## src/rtl/counter_param_if.sv

```systemverilog
// counter_param_if
//   Groups the control inputs and status outputs of counter_param into one
//   bundle so that a parent block can hand the counter a single port.
//
//   Signals (WIDTH = counter width):
//     clr       1      synchronous clear to zero
//     load      1      synchronous load of load_val
//     load_val  WIDTH  value to load, clamped to MAX inside the counter
//     en        1      count enable
//     up_dn     1      1 = count up, 0 = count down
//     out       WIDTH  current count
//     tc        1      one-cycle terminal-count pulse
//     ovf       1      sticky overflow/underflow flag
//
//   Modports:
//     master  drives the controls and observes the status (parent / bench)
//     slave   the counter itself

interface counter_param_if #(
   parameter int WIDTH = 8
);

   logic             clr;
   logic             load;
   logic [WIDTH-1:0] load_val;
   logic             en;
   logic             up_dn;
   logic [WIDTH-1:0] out;
   logic             tc;
   logic             ovf;

   modport master (
      output clr, load, load_val, en, up_dn,
      input  out, tc, ovf
   );

   modport slave (
      input  clr, load, load_val, en, up_dn,
      output out, tc, ovf
   );

endinterface

```

## src/rtl/counter_param.sv

```systemverilog
// counter_param
//   Parametrised up/down counter with synchronous clear and load, selectable
//   wrap or saturate behaviour at the limits, a registered terminal-count
//   pulse and a sticky overflow flag.
//
//   Parameters:
//     WIDTH     counter width in bits (2..32)
//     MAX       terminal value, count range is 0..MAX (1..2**WIDTH-1)
//     SATURATE  0 = wrap at the limits, 1 = hold at the limits
//
//   Ports:
//     clk    input   rising-edge clock
//     reset  input   asynchronous, active-low reset
//     bus    slave   counter_param_if carrying clr/load/load_val/en/up_dn
//                    in and out/tc/ovf out
//
//   Priority on each rising edge: clr > load > en > hold.
//   All three outputs come straight from flops.

module counter_param #(
   parameter int              WIDTH    = 8,
   parameter longint unsigned MAX      = (64'd1 << WIDTH) - 64'd1,
   parameter int              SATURATE = 0
) (
   input  logic           clk,
   input  logic           reset,
   counter_param_if.slave bus
);

   localparam logic [WIDTH-1:0] MAX_V  = MAX[WIDTH-1:0];
   localparam logic [WIDTH-1:0] ZERO_V = '0;
   localparam logic [WIDTH-1:0] ONE_V  = {{(WIDTH-1){1'b0}}, 1'b1};

   logic [WIDTH-1:0] count;
   logic             tc_q;
   logic             ovf_q;

   logic [WIDTH-1:0] load_clamp;
   logic             at_max;
   logic             at_zero;

   // Limit detection and load clamping. Because the up step is only taken
   // below MAX and the down step only above zero, the +1/-1 below can never
   // rely on the natural WIDTH-bit wrap, so a MAX smaller than the full
   // range still wraps at MAX. A load above MAX is pulled back to MAX so the
   // count can never leave 0..MAX.
   always_comb begin
      at_max     = (count == MAX_V);
      at_zero    = (count == ZERO_V);
      load_clamp = (bus.load_val > MAX_V) ? MAX_V : bus.load_val;
   end

   // Count register with its pulse and sticky flags. A limit event is an
   // enabled step while sitting on the limit in the chosen direction: it
   // either wraps to the opposite limit or holds, and in both cases fires
   // tc and sets ovf. While saturated, every enabled cycle against the limit
   // is a fresh event, so tc stays high for as long as the push continues.
   always_ff @(posedge clk or negedge reset) begin
      if (!reset) begin
         count <= ZERO_V;
         tc_q  <= 1'b0;
         ovf_q <= 1'b0;
      end else if (bus.clr) begin
         count <= ZERO_V;
         tc_q  <= 1'b0;
         ovf_q <= 1'b0;
      end else if (bus.load) begin
         count <= load_clamp;
         tc_q  <= 1'b0;
         ovf_q <= 1'b0;
      end else if (bus.en) begin
         if (bus.up_dn) begin
            if (at_max) begin
               count <= (SATURATE != 0) ? MAX_V : ZERO_V;
               tc_q  <= 1'b1;
               ovf_q <= 1'b1;
            end else begin
               count <= count + ONE_V;
               tc_q  <= 1'b0;
            end
         end else begin
            if (at_zero) begin
               count <= (SATURATE != 0) ? ZERO_V : MAX_V;
               tc_q  <= 1'b1;
               ovf_q <= 1'b1;
            end else begin
               count <= count - ONE_V;
               tc_q  <= 1'b0;
            end
         end
      end else begin
         tc_q <= 1'b0;
      end
   end

   // Outputs are the flops themselves, no logic after them.
   always_comb begin
      bus.out = count;
      bus.tc  = tc_q;
      bus.ovf = ovf_q;
   end

endmodule

```

## src/flat_wrapper.sv

```systemverilog
// flat-port wrapper written by rule: the top's interface ports become plain ports
module counter_param_flat 
#(
   parameter int              WIDTH    = 8,
   parameter longint unsigned MAX      = (64'd1 << WIDTH) - 64'd1,
   parameter int              SATURATE = 0
)
  (clk, reset, bus_clr, bus_load, bus_load_val, bus_en, bus_up_dn, bus_out, bus_tc, bus_ovf);
  counter_param_if #(.WIDTH(WIDTH)) bus_i ();
  input  logic clk;
  input  logic reset;
  input wire logic [$bits(bus_i.clr)-1:0] bus_clr;
  input wire logic [$bits(bus_i.load)-1:0] bus_load;
  input wire logic [$bits(bus_i.load_val)-1:0] bus_load_val;
  input wire logic [$bits(bus_i.en)-1:0] bus_en;
  input wire logic [$bits(bus_i.up_dn)-1:0] bus_up_dn;
  output wire logic [$bits(bus_i.out)-1:0] bus_out;
  output wire logic [$bits(bus_i.tc)-1:0] bus_tc;
  output wire logic [$bits(bus_i.ovf)-1:0] bus_ovf;
  assign bus_i.clr = bus_clr;
  assign bus_i.load = bus_load;
  assign bus_i.load_val = bus_load_val;
  assign bus_i.en = bus_en;
  assign bus_i.up_dn = bus_up_dn;
  assign bus_out = bus_i.out;
  assign bus_tc = bus_i.tc;
  assign bus_ovf = bus_i.ovf;
  counter_param #(.WIDTH(WIDTH), .MAX(MAX), .SATURATE(SATURATE)) u_core (.clk(clk), .reset(reset), .bus(bus_i));
endmodule
```

## config.mk

```make
export PLATFORM = sky130hd
export DESIGN_NAME = counter_param_flat
export DESIGN_NICKNAME = d
export VERILOG_FILES = /design/src/rtl/counter_param_if.sv /design/src/rtl/counter_param.sv /design/src/flat_wrapper.sv
export SDC_FILE = /design/constraint.sdc
export NUM_CORES = 1
export LEC_CHECK = 0
export CAP_MARGIN = 20
export CORE_UTILIZATION = 46
export CTS_BUF_LIST = sky130_fd_sc_hd__clkbuf_8
export CTS_CLUSTER_SIZE = 24
export DETAILED_ROUTE_END_ITERATION = 10
export PLACE_DENSITY = 0.78
export SYNTH_ARGS = -nofsm -noshare
export SYNTH_HDL_FRONTEND = slang
export SYNTH_SLANG_ARGS = --single-unit
```

## constraint.sdc

```tcl
create_clock -name clk -period 1.48 [get_ports clk]
set_input_delay 0.296 -clock clk [delete_from_list [all_inputs] [get_ports clk]]
set_output_delay 0.296 -clock clk [all_outputs]
set_load 0.005 [all_outputs]
```

==> flow_summary.yaml <==
run_status:
  status: "finished, violations left"
  violations: "setup timing"
synth:
  yosysSeqAreaShare_pct: 25.2
  synth_top_family_by_area: "compound AO/OA/AOI/OAI gates"
  synth_most_common_cell: "nand2_1"
  netlist_top_cells_area: "dfrtp_1 (25%), nand2_1 (6.8%), clkbuf_8 (5.5%)"
  synth_top_area_share_pct: 25.2
  yosysTopAreaCell: "dfrtp_1"
  syn_area_per_cell_um2: 8.35
  netlist_instances: 119
  ys_ff_latch: 10
  synthXorXnorAreaFrac_pct: 4.41
  synthFlopType: "dfrtp_1"
  synth-compound-area-share_pct: 28.0
  synth-edff-count: 0
  yosysUniqueCellTypes: 46
  syn-num-nets: 136
  synthTopCellsByCount: "nand2_1 (18), dfrtp_1 (10), a21oi_1 (9)"
  synthMuxAreaShare_pct: 2.02
  synthAdderAreaFrac_pct: 3.78
  yosys_warnings: 0
  syn_area_um2: 993
  synth-simple-area-share_pct: 26.4
  async_flop_share_pct: 100
clock_tree:
  holdBufCountCts: 0
  clk_latency_ns: 0.25
  cts_sinks: 10
  h-tree-depth: 1
  path_clk_slew_ns: 0.06
  root_buffer: "clkbuf_8"
  cts_tree: "built"
  clockBufferDepth: 2
  cts-buffers-inserted: 3
drt:
  routed_wl_um: 3810
  dr.pass1.iters: 4
  drcViolationCount: 0
  initialDrtViolationCount: 94
  final_antenna_net_count: 0
  dr_total_vias: 1281
  vias_per_cell: 6.04
  wire_per_inst_um: 18.0
power:
  peakVddDrop_v: 0.000654
  total_power_mw: 1.30
  powerDensity_mw_per_mm2: 748
  p_leak_nw: 0.793
floorplanning:
  die_w_um: 48.5
  die_h_um: 48.5
  die_area_mm2: 0.00235
  io_pins: 24
  core-area_mm2: 0.00200
  num_rows: 16
  initial_core_util_pct: 49.6
worst_setup_path:
  cp.required_ns: 1.18
  slowest_delay_ns: 0.48
  slowest_stage: "clkdlybuf4s50_1"
  arrival_ns: 1.33
  critPathCaptureType: "output pin"
  path_buf_inv: 2
  critPathLaunchType: "flip-flop"
  worstPathCellList: "buf_4 -> clkdlybuf4s50_1"
  crit_type: "flip-flop to output pin"
  crit_family: "buffers and inverters"
  cp_max_fo: 5
finish:
  nets: 203
  utilization_pct: 86.6
  diodes: 0
  fin_cells: 212
  synthToLayoutAreaGrowth_pct: 74.6
  drive_above_1_share_pct: 48.6
place:
  globalplace.congestion: 0.940
  pre_cts_ws_ns: -0.313
  port_buffers: 23
  dp_hpwl_um: 2400
  dp_cells: 197
timing:
  final.min_clock_period_ns: 1.63
  setup_viol: 10
  hold_viol_final: 0
  rsz0062_at_grt: "yes"
  slew_viol_final: 0
  tightest_slew_ns: 0.543
  hold_ws_ns: 0.363
  fin_skew_ns: 0.00648
  setup_slack_ns: -0.148
  slew_headroom_pct: 63.7
  period_share_pct: 110
  fmax_ghz: 0.614
global_route:
  grt_pass1_wl_um: 5980
  overflow: 0
  grt_pass1_vias: 1201
  antenna_found_initial: 0
  grt_max_degree: 11
  grtUsageTotal_pct: 33.7
worst_hold_path:
  worstHoldPathType: "input port to flip-flop"
flow_run:
  drv_cap: 0
[power breakdown]
group	switching, mW	internal [mW]	total, mW
registers	0.0350	0.297	0.332
logic	0.273	0.316	0.589
clock network	0.139	0.236	0.375
total	0.447	0.849	1.30
[cells by family (layout without fill, tap and decap cells)]
logic type,after synthesis,in the layout
mux,2,2
flops,10,10
buf+inv,13,79
fa+ha+maj,3,3
compound gates,37,37
xor+xnor,5,5
simple gates,49,49
[through the flow]
stage / TNS, ns / cell area (µm²)
CTS: -0.964 / 1680
global route: -1.56 / 1730
finish: -0.895 / 1730
floorplan: -0.129 / 1000
global placement: -1.92 / 1460
detailed placement: -2.17 / 1460
[final timing paths]
check / endpoint / cells after the start / from / slack [ns]
worst max-delay path: bus_out[1] / 2 / u_core.bus.out[1] / -0.15
worst min-delay path: u_core.bus.tc / 2 / bus_load / 0.36
worst max register to register: u_core.bus.out[5] / 6 / u_core.bus.out[3] / -0.15
worst min register to register: u_core.bus.ovf / 2 / u_core.bus.ovf / 0.55
max in group asynchronous: u_core.bus.out[0] / 1 / reset / 0.68
min in group asynchronous: u_core.bus.out[7] / 1 / reset / 0.40
[cell type report]
| type | instances | area (µm²) |
|---|---|---|
| clock buffer | 4 | 55.1 |
| timing repair buffer | 70 | 619 |
| tap | 27 | 33.8 |
| sequential | 10 | 256 |
| multi-input combinational | 96 | 751 |
| inverter | 5 | 18.8 |
| fill | 103 | 268 |
[state kept, by name (all words and copies together) (netlist names)]
register	flops
u_core.bus.out	8
u_core.bus.tc	1
u_core.bus.ovf	1
[timing repair]
item / CTS / global route
pin swaps: 11 / 5
resized for setup: 27 / 16
buffers inserted: 10 / 2
setup endpoints to repair: 17 / 12
[metal layers]
layer  part of all wire, %  vias to the layer above  track usage (%)
li1                      -                      562                -
met1                    42                      599             44.5
met2                    46                      105             56.1
met3                   9.4                       15             3.77
met4                   2.4                        0             13.2
met5                     0                        -                0
[cells in the final DEF (no fill, tap or decap), types with 2 or more instances in the layout]
master | netlist | layout
dfrtp_2 | 0 | 5
a21o_1 | 3 | 3
a21oi_2 | 1 | 3
clkbuf_8 | 4 | 4
o21ai_2 | 1 | 2
nor3_2 | 1 | 4
inv_1 | 5 | 3
nand2_2 | 0 | 4
o21ai_1 | 2 | 3
nand2_1 | 18 | 14
clkdlybuf4s50_1 | 0 | 15
nor3_1 | 5 | 2
buf_4 | 1 | 39
ha_4 | 0 | 2
dfrtp_1 | 10 | 5
a211o_1 | 2 | 2
a21oi_1 | 9 | 7
o311ai_2 | 1 | 2
o211ai_1 | 2 | 2
dlymetal6s2s_1 | 0 | 2
nor2_1 | 8 | 7
inv_2 | 0 | 2
buf_6 | 1 | 7
dlygate4sd2_1 | 0 | 6
nand2b_1 | 3 | 2
mux2i_1 | 2 | 2
nand3_1 | 5 | 5
xnor2_1 | 4 | 4
Power figures use the tool's default switching activity.
